<file path="src/rtl/crypto_job_scheduler_pkg.sv">
// Shared encodings for the crypto job scheduler: op codes, FSM states and
// the cipher block width.
package crypto_sched_pkg;

    localparam int BLOCK_W = 64;

    localparam logic OP_SPECK = 1'b0;
    localparam logic OP_RC4   = 1'b1;

    typedef enum logic [1:0] {
        IDLE  = 2'd0,
        ISSUE = 2'd1,
        WAIT  = 2'd2,
        RESP  = 2'd3
    } sched_state_e;

endpackage

</file>
<file path="src/rtl/crypto_job_scheduler_if.sv">
// Request/response bundle between the two core-side requesters and the
// scheduler. The master is the core side, the slave is the scheduler.
interface crypto_job_scheduler_if;
    import crypto_sched_pkg::*;

    logic [1:0]           req_valid;
    logic [1:0]           req_ready;
    logic [1:0]           req_op;
    logic [2*BLOCK_W-1:0] req_data;
    logic                 rsp_valid;
    logic                 rsp_ready;
    logic                 rsp_id;
    logic [BLOCK_W-1:0]   rsp_data;
    logic                 rsp_err;

    modport master (
        output req_valid, req_op, req_data, rsp_ready,
        input  req_ready, rsp_valid, rsp_id, rsp_data, rsp_err
    );

    modport slave (
        input  req_valid, req_op, req_data, rsp_ready,
        output req_ready, rsp_valid, rsp_id, rsp_data, rsp_err
    );
endinterface

</file>
<file path="src/rtl/crypto_job_scheduler_arb.sv">
// Two-way round-robin arbiter. The last-grant pointer only moves when the
// grant is actually taken, so a grant offered while busy costs nothing.
module rr_arbiter2 (
    input  logic       clk,
    input  logic       reset_1,
    input  logic [1:0] req,
    input  logic       accept,
    output logic [1:0] grant
);
    logic last;  // 1 = requester 1 was granted most recently

    // A lone requester always wins; on a tie the one not served last wins.
    always_comb begin
        grant = 2'b00;
        case (req)
            2'b01:   grant = 2'b01;
            2'b10:   grant = 2'b10;
            2'b11:   grant = last ? 2'b01 : 2'b10;
            default: grant = 2'b00;
        endcase
    end

    // Pointer starts at 1 so requester 0 wins the first tie.
    always_ff @(posedge clk or negedge reset_1) begin
        if (!reset_1)    last <= 1'b1;
        else if (accept) last <= grant[1];
    end
endmodule

</file>
<file path="src/rtl/crypto_job_scheduler.sv">
// Shares the Speck/RC4 datapath between two requesters: accepts one job,
// pulses the matching start, waits for done under a watchdog and returns a
// tagged response.
module crypto_job_scheduler
    import crypto_sched_pkg::*;
#(
    parameter int TIMEOUT_CYCLES = 64
) (
    input  logic                  clk,
    input  logic                  reset_1,
    crypto_job_scheduler_if.slave bus,
    output logic                  start_speck,
    output logic                  start_rc4,
    output logic [BLOCK_W-1:0]    eng_din,
    input  logic                  eng_done,
    input  logic [BLOCK_W-1:0]    eng_dout,
    output logic                  busy
);
    localparam int               CNT_W  = $clog2(TIMEOUT_CYCLES + 1);
    localparam logic [CNT_W-1:0] TO_VAL = CNT_W'(TIMEOUT_CYCLES);

    sched_state_e       state, state_nxt;
    logic [1:0]         grant;
    logic               accept;
    logic               id_q;
    logic               op_q;
    logic [BLOCK_W-1:0] blk_q;
    logic [CNT_W-1:0]   cnt, cnt_nxt;
    logic               timeout;
    logic               rsp_id_q;
    logic [BLOCK_W-1:0] rsp_data_q;
    logic               rsp_err_q;

    rr_arbiter2 u_arb (
        .clk     (clk),
        .reset_1 (reset_1),
        .req     (bus.req_valid),
        .accept  (accept),
        .grant   (grant)
    );

    // Handshake and datapath-facing outputs decoded from the current state.
    // req_ready is also gated by reset so it drops the moment reset asserts.
    always_comb begin
        bus.req_ready = 2'b00;
        if (state == IDLE && reset_1) bus.req_ready = grant;
        accept        = |bus.req_ready;
        start_speck   = (state == ISSUE) && (op_q == OP_SPECK);
        start_rc4     = (state == ISSUE) && (op_q == OP_RC4);
        eng_din       = '0;
        if (state == ISSUE || state == WAIT) eng_din = blk_q;
        busy          = (state != IDLE);
        bus.rsp_valid = (state == RESP);
        bus.rsp_id    = rsp_id_q;
        bus.rsp_data  = rsp_data_q;
        bus.rsp_err   = rsp_err_q;
    end

    // Saturating watchdog step; the timeout fires on the WAIT cycle whose
    // increment reaches the limit.
    always_comb begin
        cnt_nxt = (cnt == TO_VAL) ? cnt : cnt + CNT_W'(1);
        timeout = (state == WAIT) && (cnt_nxt == TO_VAL);
    end

    // FSM state register.
    always_ff @(posedge clk or negedge reset_1) begin
        if (!reset_1) state <= IDLE;
        else          state <= state_nxt;
    end

    // FSM next state; done takes priority over the watchdog.
    always_comb begin
        state_nxt = state;
        case (state)
            IDLE:    if (accept) state_nxt = ISSUE;
            ISSUE:   state_nxt = WAIT;
            WAIT:    if (eng_done || timeout) state_nxt = RESP;
            RESP:    if (bus.rsp_ready) state_nxt = IDLE;
            default: state_nxt = IDLE;
        endcase
    end

    // Job latch, watchdog counter and response capture.
    always_ff @(posedge clk or negedge reset_1) begin
        if (!reset_1) begin
            id_q       <= 1'b0;
            op_q       <= OP_SPECK;
            blk_q      <= '0;
            cnt        <= '0;
            rsp_id_q   <= 1'b0;
            rsp_data_q <= '0;
            rsp_err_q  <= 1'b0;
        end else begin
            if (state == IDLE && accept) begin
                id_q  <= grant[1];
                op_q  <= bus.req_op[grant[1]];
                blk_q <= grant[1] ? bus.req_data[2*BLOCK_W-1:BLOCK_W]
                                  : bus.req_data[BLOCK_W-1:0];
            end
            if (state == ISSUE)     cnt <= '0;
            else if (state == WAIT) cnt <= cnt_nxt;
            if (state == WAIT && (eng_done || timeout)) begin
                rsp_id_q   <= id_q;
                rsp_data_q <= eng_done ? eng_dout : '0;
                rsp_err_q  <= !eng_done;
            end
        end
    end
endmodule

</file>
<file path="src/flat_wrapper.sv">
// flat-port wrapper written by rule: the top's interface ports become plain ports
module crypto_job_scheduler_flat import crypto_sched_pkg::*;
#(
    parameter int TIMEOUT_CYCLES = 64
)
  (clk, reset_1, start_speck, start_rc4, eng_din, eng_done, eng_dout, busy, bus_req_valid, bus_req_op, bus_req_data, bus_rsp_ready, bus_req_ready, bus_rsp_valid, bus_rsp_id, bus_rsp_data, bus_rsp_err);
  crypto_job_scheduler_if bus_i ();
  input  logic clk;
  input  logic reset_1;
  output logic start_speck;
  output logic start_rc4;
  output logic [BLOCK_W-1:0] eng_din;
  input  logic eng_done;
  input  logic [BLOCK_W-1:0] eng_dout;
  output logic busy;
  input wire logic [$bits(bus_i.req_valid)-1:0] bus_req_valid;
  input wire logic [$bits(bus_i.req_op)-1:0] bus_req_op;
  input wire logic [$bits(bus_i.req_data)-1:0] bus_req_data;
  input wire logic [$bits(bus_i.rsp_ready)-1:0] bus_rsp_ready;
  output wire logic [$bits(bus_i.req_ready)-1:0] bus_req_ready;
  output wire logic [$bits(bus_i.rsp_valid)-1:0] bus_rsp_valid;
  output wire logic [$bits(bus_i.rsp_id)-1:0] bus_rsp_id;
  output wire logic [$bits(bus_i.rsp_data)-1:0] bus_rsp_data;
  output wire logic [$bits(bus_i.rsp_err)-1:0] bus_rsp_err;
  assign bus_i.req_valid = bus_req_valid;
  assign bus_i.req_op = bus_req_op;
  assign bus_i.req_data = bus_req_data;
  assign bus_i.rsp_ready = bus_rsp_ready;
  assign bus_req_ready = bus_i.req_ready;
  assign bus_rsp_valid = bus_i.rsp_valid;
  assign bus_rsp_id = bus_i.rsp_id;
  assign bus_rsp_data = bus_i.rsp_data;
  assign bus_rsp_err = bus_i.rsp_err;
  crypto_job_scheduler #(.TIMEOUT_CYCLES(TIMEOUT_CYCLES)) u_core (.clk(clk), .reset_1(reset_1), .bus(bus_i), .start_speck(start_speck), .start_rc4(start_rc4), .eng_din(eng_din), .eng_done(eng_done), .eng_dout(eng_dout), .busy(busy));
endmodule
</file>
<file path="config.mk">
export PLATFORM = sky130hd
export DESIGN_NAME = crypto_job_scheduler_flat
export DESIGN_NICKNAME = d
export VERILOG_FILES = /design/src/rtl/crypto_job_scheduler_pkg.sv /design/src/rtl/crypto_job_scheduler_if.sv /design/src/rtl/crypto_job_scheduler_arb.sv /design/src/rtl/crypto_job_scheduler.sv /design/src/flat_wrapper.sv
export SDC_FILE = /design/constraint.sdc
export NUM_CORES = 1
export LEC_CHECK = 0
export ABC_AREA = 0
export ABC_CLOCK_PERIOD_IN_PS = 2340
export BUFFER_PORTS_ARGS = -buffer_cell sky130_fd_sc_hd__buf_2
export CORE_AREA = 2 2 131 133
export DETAILED_ROUTE_END_ITERATION = 10
export DIE_AREA = 0 0 133 135
export HOLD_SLACK_MARGIN = 0.08
export PLACE_DENSITY = 0.7
export SKIP_CTS_REPAIR_TIMING = 1
export SYNTH_ARGS = -nofsm -noshare
export SYNTH_HDL_FRONTEND = slang
export SYNTH_SLANG_ARGS = --single-unit
</file>
<file path="constraint.sdc">
create_clock -name clk -period 2.34 [get_ports clk]
set_input_delay 0.468 -clock clk [delete_from_list [all_inputs] [get_ports clk]]
set_output_delay 0.468 -clock clk [all_outputs]
set_load 0.05 [all_outputs]
</file>
## Word-level counts from Yosys, hierarchy flattened

Cells that the tools add are included.

| storage, ports and cells | value |
|---|---|
| word-level logic and storage cells | 52 |
| register bits | 142 |
| input bits | 200 |

| operators by class | value |
|---|---|
| equal/unequal tests | 11 |
| bitwise logic cells | 1 |
| reduce and logical (&&, ||, !) cells | 14 |
| muxes and demuxes | 15 |
| $lt $le $gt $ge | 1 |
| add/subtract/negate cells | 1 |

Operator list:

| operator | count |
|---|---|
| $mux 64 | 3 |
| $mux 7 | 3 |
| $eq 7x7->1 const B | 2 |
| $mux 2 | 5 |
| $eq 2x2->1 const B | 4 |
| $pmux 2 s4 | 1 |
| $add 7x1->7 const B | 1 |
| $logic_and 1x1->1 | 6 |
| $pmux 2 s3 | 1 |
| $eq 2x1->1 const B | 2 |
| $ne 2x2->1 const B | 2 |
| $reduce_bool 2->1 | 2 |
| $reduce_and 3->1 | 1 |
| $logic_not 2->1 | 1 |
| $logic_or 1x1->1 | 2 |
| $lt 1x2->1 const B | 1 |
| $mux 1 | 2 |
| $ne 2x1->1 const B | 1 |
| $reduce_or 2->1 | 1 |
| $logic_not 1->1 | 1 |
| $not 1->1 | 1 |

## Depth between registers and ports, before layout

Gate-level depths: netlist of the first run.

| depth | value |
|---|---|
| depth in word-level cells | 7 |
| gate-level depth with buffers | 10 |

## By module

Synthesis of the first run repeated with hierarchy kept, for this count alone.

| second synthesis, totals | value |
|---|---|
| cells, all modules | 598 |
| area, all modules | 6516.2 um2 |

Modules (own cells, without submodules):

| module | cells an instance | area each (um2) | instances |
|---|---|---|---|
| crypto_job_scheduler | 593 | 6452.4 | 1 |
| rr_arbiter2 | 5 | 63.8 | 1 |

## Worst setup path after synthesis of the first run

Ideal clock, no wire load.

| path | value |
|---|---|
| kind | register to output |
| start | register u_core.state[0] |
| end | output bus_req_ready[0] |
| arrival | 1711 ps |
| buffers on the path | 0 |
| cell stages (with the launch flop) | 6 |
| slack | 161 ps |
| cells stage by stage | dfrtp_1 > inv_1 > ha_1 > and2_1 > nand2_1 > a21oi_1 |

| between the ends | value |
|---|---|
| word-level cells in the longest chain between the ends | 3 |

Ends and longest elaborated chain:

| element | line | RTL |
|---|---|---|
| start: declaration | crypto_job_scheduler.sv:22 | `sched_state_e state, state_nxt;` |
| start signal: assignment | crypto_job_scheduler.sv:69 | `else state <= state_nxt;` |
| $logic_not 2->1 | crypto_job_scheduler.sv:46 | `if (state == IDLE && reset_1) bus.req_ready = grant;` |
| $logic_and 1x1->1 | crypto_job_scheduler.sv:46 |  |
| $mux 2 | crypto_job_scheduler.sv:46 |  |
| end: declaration | flat_wrapper.sv:20 | `output wire logic [$bits(bus_i.req_ready)-1:0] bus_req_ready;` |

Every way passes these cells.

## Final worst setup path of the first run

| path | value |
|---|---|
| start | register u_core.cnt[0] |
| end | register u_core.rsp_id_q, in the netlist u_core.bus.rsp_id |

| between the ends | value |
|---|---|
| word-level cells in the longest chain between the ends | 6 |
| elaborated cells on any way between the ends | 7 |

Ends and longest elaborated chain:

| element | line | RTL |
|---|---|---|
| start: declaration | crypto_job_scheduler.sv:28 | `logic [CNT_W-1:0] cnt, cnt_nxt;` |
| start signal: assignment | crypto_job_scheduler.sv:102 | `else if (state == WAIT) cnt <= cnt_nxt;` |
| $add 7x1->7 or $eq 7x7->1 (tied branches) | crypto_job_scheduler.sv:62 | `cnt_nxt = (cnt == TO_VAL) ? cnt : cnt + CNT_W'(1);` |
| $mux 7 (*) | crypto_job_scheduler.sv:62 |  |
| $eq 7x7->1 (*) | crypto_job_scheduler.sv:63 | `timeout = (state == WAIT) && (cnt_nxt == TO_VAL);` |
| $logic_and 1x1->1 (*) | crypto_job_scheduler.sv:63 |  |
| $logic_or 1x1->1 (*) | crypto_job_scheduler.sv:103 | `if (state == WAIT && (eng_done \|\| timeout)) begin` |
| $logic_and 1x1->1 (*) | crypto_job_scheduler.sv:103 |  |
| end signal: assignment | crypto_job_scheduler.sv:104 | `rsp_id_q <= id_q;` |
| end: declaration | crypto_job_scheduler.sv:30 | `logic rsp_id_q;` |

Every way passes the cells marked *; elsewhere a longest branch is shown, timed or not.
A chain may end at the register's enable or synchronous reset.

==> impl_metrics.ini, run 1 <==
[clock_tree]
cts_h_tree_depth = 4
clkSinkCount = 142
cts_tree = yes
clk-insertion-delay-late_ps = 410
cts-root-to-sink-buffers = 2
tritoncts.num_buffers = 17
ctsRootBufferMaster = sky130_fd_sc_hd__clkbuf_16
worst_setup_hold_path_clk_slew_ps = 60

[synthesis]
synth_top_family_by_area = compound AO/OA/AOI/OAI gates
netlist-cell-type-count = 38
synth_mux_area_share_pct = 10.2
synth_flop_cell = sky130_fd_sc_hd__dfrtp_1
basic_gate_share_of_the_synthesized_area_counting_and_or_nand_and_nor_cells_pct = 12.8
synth_top_cells_by_count = sky130_fd_sc_hd__dfrtp_1, sky130_fd_sc_hd__o21ai_0, sky130_fd_sc_hd__nand2_1
syn-cell-area_um2 = 6510
count_of_flip_flops_with_a_built_in_enable_after_synthesis = 0
synth-adder-area-share_pct = 1.35
yosys.cell_count.top_type = sky130_fd_sc_hd__dfrtp_1
avgSynthCellArea_um2 = 11.0
synthTopCellsByArea = sky130_fd_sc_hd__dfrtp_1, sky130_fd_sc_hd__mux2i_1, sky130_fd_sc_hd__a22o_1
synth_sequential_area_ratio_pct = 54.6
asyncSetResetFlopFracSynth_pct = 100
synth_area_leader_cell = sky130_fd_sc_hd__dfrtp_1
ys_seq_elements = 142
yosys_top_cell_area_share_pct = 54.2
synth_warnings = 0
netlist_instances = 591
synth_nets = 798
synth-compound-area-share_pct = 16.4
synth_xor_xnor_area_share_pct = 0.673

[finish]
layout.nets = 1143
finalInstanceArea_um2 = 9480
syn_to_final_growth_pct = 45.7
stdcell_count = 1169
final_layout_size_suffix_gt1_share_pct = 44.3
antenna-diode-count = 0

[grt]
grt.total_usage_pct = 20.3
wire_length_of_the_first_global_routing_pass_mm = 28.0
grt_pass1_vias = 5256
pin_count_of_the_biggest_net_entering_global_routing = 143
grt_remaining_overflow = 0
number_of_antenna_violations_at_the_first_check_in_global_routing = 0

[place]
gp_routability_congestion = 0.805
port-buffer-count = 335
dp_hpwl_mm = 13.8
placedInstanceArea_um2 = 8530
placedCellCount = 1124
pre_cts_slack_ps = -55.7

[sta]
timing.slew.headroom_pct = 42.8
post-route-period-util_pct = 101
tightestPinTransition_ps = 859
grt_setup_unrepaired = true
setup_viol_count_final = 2
final_hold_viol_count = 0
worst_slack_ps = -22.5
timing.fmax_mhz = 423
period_minus_slack_ps = 2360
setup-tns-final_ps = -32.0
timing.final.max_slew_violations = 0
clock_tree_skew_after_final_layout_ps = 5.44

[setup_path]
crit_slowest_cell = sky130_fd_sc_hd__dfrtp_1
cp_top_family = compound AO/OA/AOI/OAI gates
timing.setup.critical_path_class = reg -> reg
timing.critical_path.arrival_ps = 2660
startpoint_type = register
cp_data_required_time_ps = 2630
crit_buf_inv = 3
critPathMaxStageDelay_ps = 410
path_cells = inv_2 > ha_4 > nor4b_4 > nand3_2 > a2111o_1 > o21bai_2 > o211ai_1 > buf_4 > buf_6 > mux2_4
worstPathMaxFanout = 7
crit_path_end_kind = register

[run_status]
run_status = finished, violations left
failed_checks = setup timing

[detailed_routing]
routed-via-count = 5585
final_antenna_net_count = 0
dr.first_iter.drc_count = 256
viasPerCell = 4.78
drt_drc_violations_left = 0
detail_route.first_pass.iterations = 4
routedWlPerCell_um = 16.3
drt_wl_total_mm = 19.0

[power]
p_leak_nw = 4.99
vdd.ir_drop.worst_uv = 946
cellPowerDensity_nw_per_um2 = 1780

[floorplanning]
top_level_ports = 336
floorplan.rows = 47
standard_cell_core_area_um2 = 16400
die-width_um = 133
die_y_um = 135
initial_cell_density_of_the_core_pct = 39.7
die_area_um2 = 18000

[flow_run]
maxCapViolations = 0

[hold_path]
hold_path.class = in -> async
-- sequential cells by signal (all words and copies together) (netlist names) --
register,flops
u_core.id_q,1
u_core.bus.rsp_data,64
u_core.bus.rsp_id,1
u_core.bus.rsp_err,1
u_core.cnt,7
u_core.state,2
u_core.blk_q,64
u_core.u_arb.last,1
u_core.op_q,1
-- cell usage in the layout (no fill, tap or decap), types with 4 or more instances in the layout --
| cell | n |
|---|---|
| sky130_fd_sc_hd__and2_1 | 66 |
| sky130_fd_sc_hd__inv_2 | 4 |
| sky130_fd_sc_hd__buf_4 | 25 |
| sky130_fd_sc_hd__dfrtp_1 | 141 |
| sky130_fd_sc_hd__clkbuf_16 | 20 |
| sky130_fd_sc_hd__mux2i_1 | 65 |
| sky130_fd_sc_hd__o21ai_0 | 72 |
| sky130_fd_sc_hd__inv_6 | 4 |
| sky130_fd_sc_hd__clkbuf_4 | 51 |
| sky130_fd_sc_hd__buf_2 | 276 |
| sky130_fd_sc_hd__buf_12 | 8 |
| sky130_fd_sc_hd__a22o_1 | 65 |
| sky130_fd_sc_hd__inv_1 | 7 |
| sky130_fd_sc_hd__nand2_1 | 72 |
| sky130_fd_sc_hd__nor2_1 | 5 |
| sky130_fd_sc_hd__ha_1 | 4 |
-- area by class of cell --
cell class / count / area [um2]
timing repair buffer: 369 / 2270
fill: 1435 / 6920
multi-input combinational: 395 / 2760
tap: 220 / 275
inverter: 11 / 41.3
clock buffer: 19 / 453
clock inverter: 13 / 130
sequential: 142 / 3550
-- metrics by stage --
| stage | util [%] | hold slack, ps | power (mW) |
|---|---|---|---|
| 2_1_floorplan | - | 172 | 11.1 |
| 3_3_place_gp | 52.0 | 452 | 13.5 |
| 6_report | 57.8 | 81.0 | 16.8 |
| 3_5_place_dp | 52.0 | 462 | 13.6 |
| 5_1_grt | 57.8 | 250 | 17.8 |
| 4_1_cts | 55.5 | 224 | 16.3 |
-- cell families (layout without fill, tap and decap cells) --
| logic type | after synthesis | in the layout |
|---|---|---|
| AND/OR/NAND/NOR | 161 | 161 |
| AO/OA/AOI/OAI | 156 | 156 |
| flip-flops | 142 | 142 |
| multiplexers | 66 | 66 |
| buffers and inverters | 54 | 412 |
| adder cells (fa/ha/maj) | 7 | 7 |
| XOR/XNOR | 5 | 5 |
-- per-layer routing --
layer  vias up  GRT usage (%)  wire length, um
met1      2555           25.5             7820
met4         0           6.87              338
met5         -              0                0
li1       2770              -                -
met2       238           34.3             9580
met3        22           5.18             1300
-- final timing paths --
| check | depth (start not counted) | start | slack, ps | endpoint |
|---|---|---|---|---|
| min | 2 | reset_1 | 80 | u_core.state[1]$_DFFE_PN0P_ |
| max | 10 | u_core.cnt[0]$_DFFE_PN0N_ | -20 | u_core.bus.rsp_id$_DFFE_PN0P_ |
| min in group clk | 2 | eng_dout[56] | 270 | u_core.bus.rsp_data[56]$_DFFE_PN0P_ |
| max in group asynchronous | 2 | reset_1 | 1530 | u_core.bus.rsp_data[31]$_DFFE_PN0P_ |
| min reg2reg | 2 | u_core.blk_q[53]$_DFFE_PN0P_ | 470 | u_core.blk_q[53]$_DFFE_PN0P_ |
| max reg2reg | 10 | u_core.cnt[0]$_DFFE_PN0N_ | -20 | u_core.bus.rsp_id$_DFFE_PN0P_ |
-- where the power goes --
group / switching [mW] / internal, mW / leakage, nW
clock: 1.09 / 1.54 / 0.279
sequential: 0.634 / 3.62 / 1.76
combinational: 6.88 / 3.08 / 2.96
Power figures use the tool's default switching activity.
==> inputs of run 2 (changes only) <==
- CORE_AREA: 2 2 131 133 -> 2 2 130 132
- DIE_AREA: 0 0 133 135 -> 0 0 132 134
- PLACE_DENSITY: 0.7 -> 0.71
- TNS_END_PERCENT: default -> 5
==> impl_metrics.ini, run 2 (same netlist as run 1, synthesis figures left out) <==
[run_status]
run_status = finished, violations left
failed_checks = setup timing

[hold_path]
hold_path.class = in -> async

[power]
p_leak_nw = 5.12
cellPowerDensity_nw_per_um2 = 1890
vdd.ir_drop.worst_uv = 859
total_power_mw = 18.6

[sta]
grt_setup_unrepaired = true
tightestPinTransition_ps = 778
final_hold_viol_count = 0
finalHoldWorstSlack_ps = 165
clock_tree_skew_after_final_layout_ps = 9.11
timing.slew.headroom_pct = 48.1
timing.fmax_mhz = 418
timing.final.max_slew_violations = 0
setup-tns-final_ps = -352
worst_slack_ps = -52.3
post-route-period-util_pct = 102
setup_viol_count_final = 13
period_minus_slack_ps = 2390

[setup_path]
startpoint_type = register
worstPathMaxFanout = 19
cp_data_required_time_ps = 1870
timing.setup.critical_path_class = reg -> out
timing.critical_path.arrival_ps = 1920
crit_path_end_kind = output port

[place]
port-buffer-count = 335
gp_routability_congestion = 0.816
pre_cts_slack_ps = -20.4
placedCellCount = 1116
placedInstanceArea_um2 = 8470
dp_hpwl_mm = 13.5

[floorplanning]
initial_cell_density_of_the_core_pct = 40.0
standard_cell_core_area_um2 = 16300
top_level_ports = 336
die_y_um = 134
floorplan.rows = 47
die-width_um = 132
die_area_um2 = 17700

[clock_tree]
clk-insertion-delay-late_ps = 410
clkSinkCount = 142
ctsRootBufferMaster = sky130_fd_sc_hd__clkbuf_16
cts_tree = yes
cts-root-to-sink-buffers = 2
worst_setup_hold_path_clk_slew_ps = 60
tritoncts.num_buffers = 17
cts_h_tree_depth = 4

[detailed_routing]
final_antenna_net_count = 0
routed-via-count = 5641
drt_wl_total_mm = 20.1
drt_drc_violations_left = 0
routedWlPerCell_um = 17.4
m1WireLength_mm = 8.14
dr.first_iter.drc_count = 280
detail_route.first_pass.iterations = 5
route.top_layer_used = met4
dr_wl_met2_mm = 10.4
detailroute.wirelength.met3_mm = 1.36
viasPerCell = 4.88

[grt]
grt_pass1_vias = 5202
grt.total_usage_pct = 20.8
wire_length_of_the_first_global_routing_pass_mm = 28.5
pin_count_of_the_biggest_net_entering_global_routing = 143
number_of_antenna_violations_at_the_first_check_in_global_routing = 0
grt_remaining_overflow = 0

[finish]
layout.cells.most_common_list = sky130_fd_sc_hd__buf_2, sky130_fd_sc_hd__dfrtp_1, sky130_fd_sc_hd__nand2_1, sky130_fd_sc_hd__o21ai_0
syn_to_final_growth_pct = 51.4
antenna-diode-count = 0
final_layout_size_suffix_gt1_share_pct = 47.3
mostFrequentLayoutCell = sky130_fd_sc_hd__buf_2
final_util_pct = 60.5
layout.nets = 1130
stdcell_count = 1155
nFillCells = 1358
finalInstanceArea_um2 = 9860

[flow_run]
maxCapViolations = 0
[run 2: changes by cell type in the layout (fill, tap and decap cells not counted), moves of 8 or more]
| cell | change |
|---|---|
| sky130_fd_sc_hd__and2_1 | -41 |
| sky130_fd_sc_hd__and2_4 | +41 |
| sky130_fd_sc_hd__buf_2 | -8 |
| sky130_fd_sc_hd__buf_4 | -18 |
| sky130_fd_sc_hd__buf_6 | +25 |
| sky130_fd_sc_hd__buf_8 | +33 |
| sky130_fd_sc_hd__clkbuf_4 | -45 |
[run 2: worst paths after layout]
check	start	to	slack, ps	cells past startpoint
max in group asynchronous	reset_1	u_core.blk_q[53]$_DFFE_PN0P_	1570	2
worst min register to register	u_core.blk_q[29]$_DFFE_PN0P_	u_core.blk_q[29]$_DFFE_PN0P_	470	2
worst min-delay path	reset_1	u_core.blk_q[12]$_DFFE_PN0P_	170	2
worst max-delay path	u_core.state[0]$_DFFE_PN0P_	eng_din[53]	-50	5
min in group clk	eng_dout[52]	u_core.bus.rsp_data[52]$_DFFE_PN0P_	270	2
worst max register to register	u_core.cnt[1]$_DFFE_PN0N_	u_core.bus.rsp_data[42]$_DFFE_PN0P_	20	9
[run 2: layout make-up]
cell class                 instances  area, um2  share of cell area (%)
clock buffer                      17        425                    4.32
clock inverter                    14        181                    1.84
inverter                          11       41.3                   0.419
multi-input combinational        395       2850                    28.9
sequential                       142       3550                    36.1
tap                              220        275                    2.79
timing repair buffer             356       2530                    25.7
[run 2: critical path, stage by stage (launching register included)]
cell,delay (ps)
sky130_fd_sc_hd__dfrtp_1,400
sky130_fd_sc_hd__inv_2,90
sky130_fd_sc_hd__ha_4,410
sky130_fd_sc_hd__buf_6,230
sky130_fd_sc_hd__and2_1,150
sky130_fd_sc_hd__clkbuf_4,220
[run 2: layer usage]
metal	vias up	global-route usage, %
met5	-	0
met4	0	7.13
met3	13	5.90
met2	254	35.0
met1	2628	25.7
li1	2746	-
[run 2: where the power goes]
group          total [mW]  internal [mW]  switching [mW]
combinational        11.5           4.21            7.31
clock                2.79           1.69            1.10
sequential           4.29           3.62           0.668
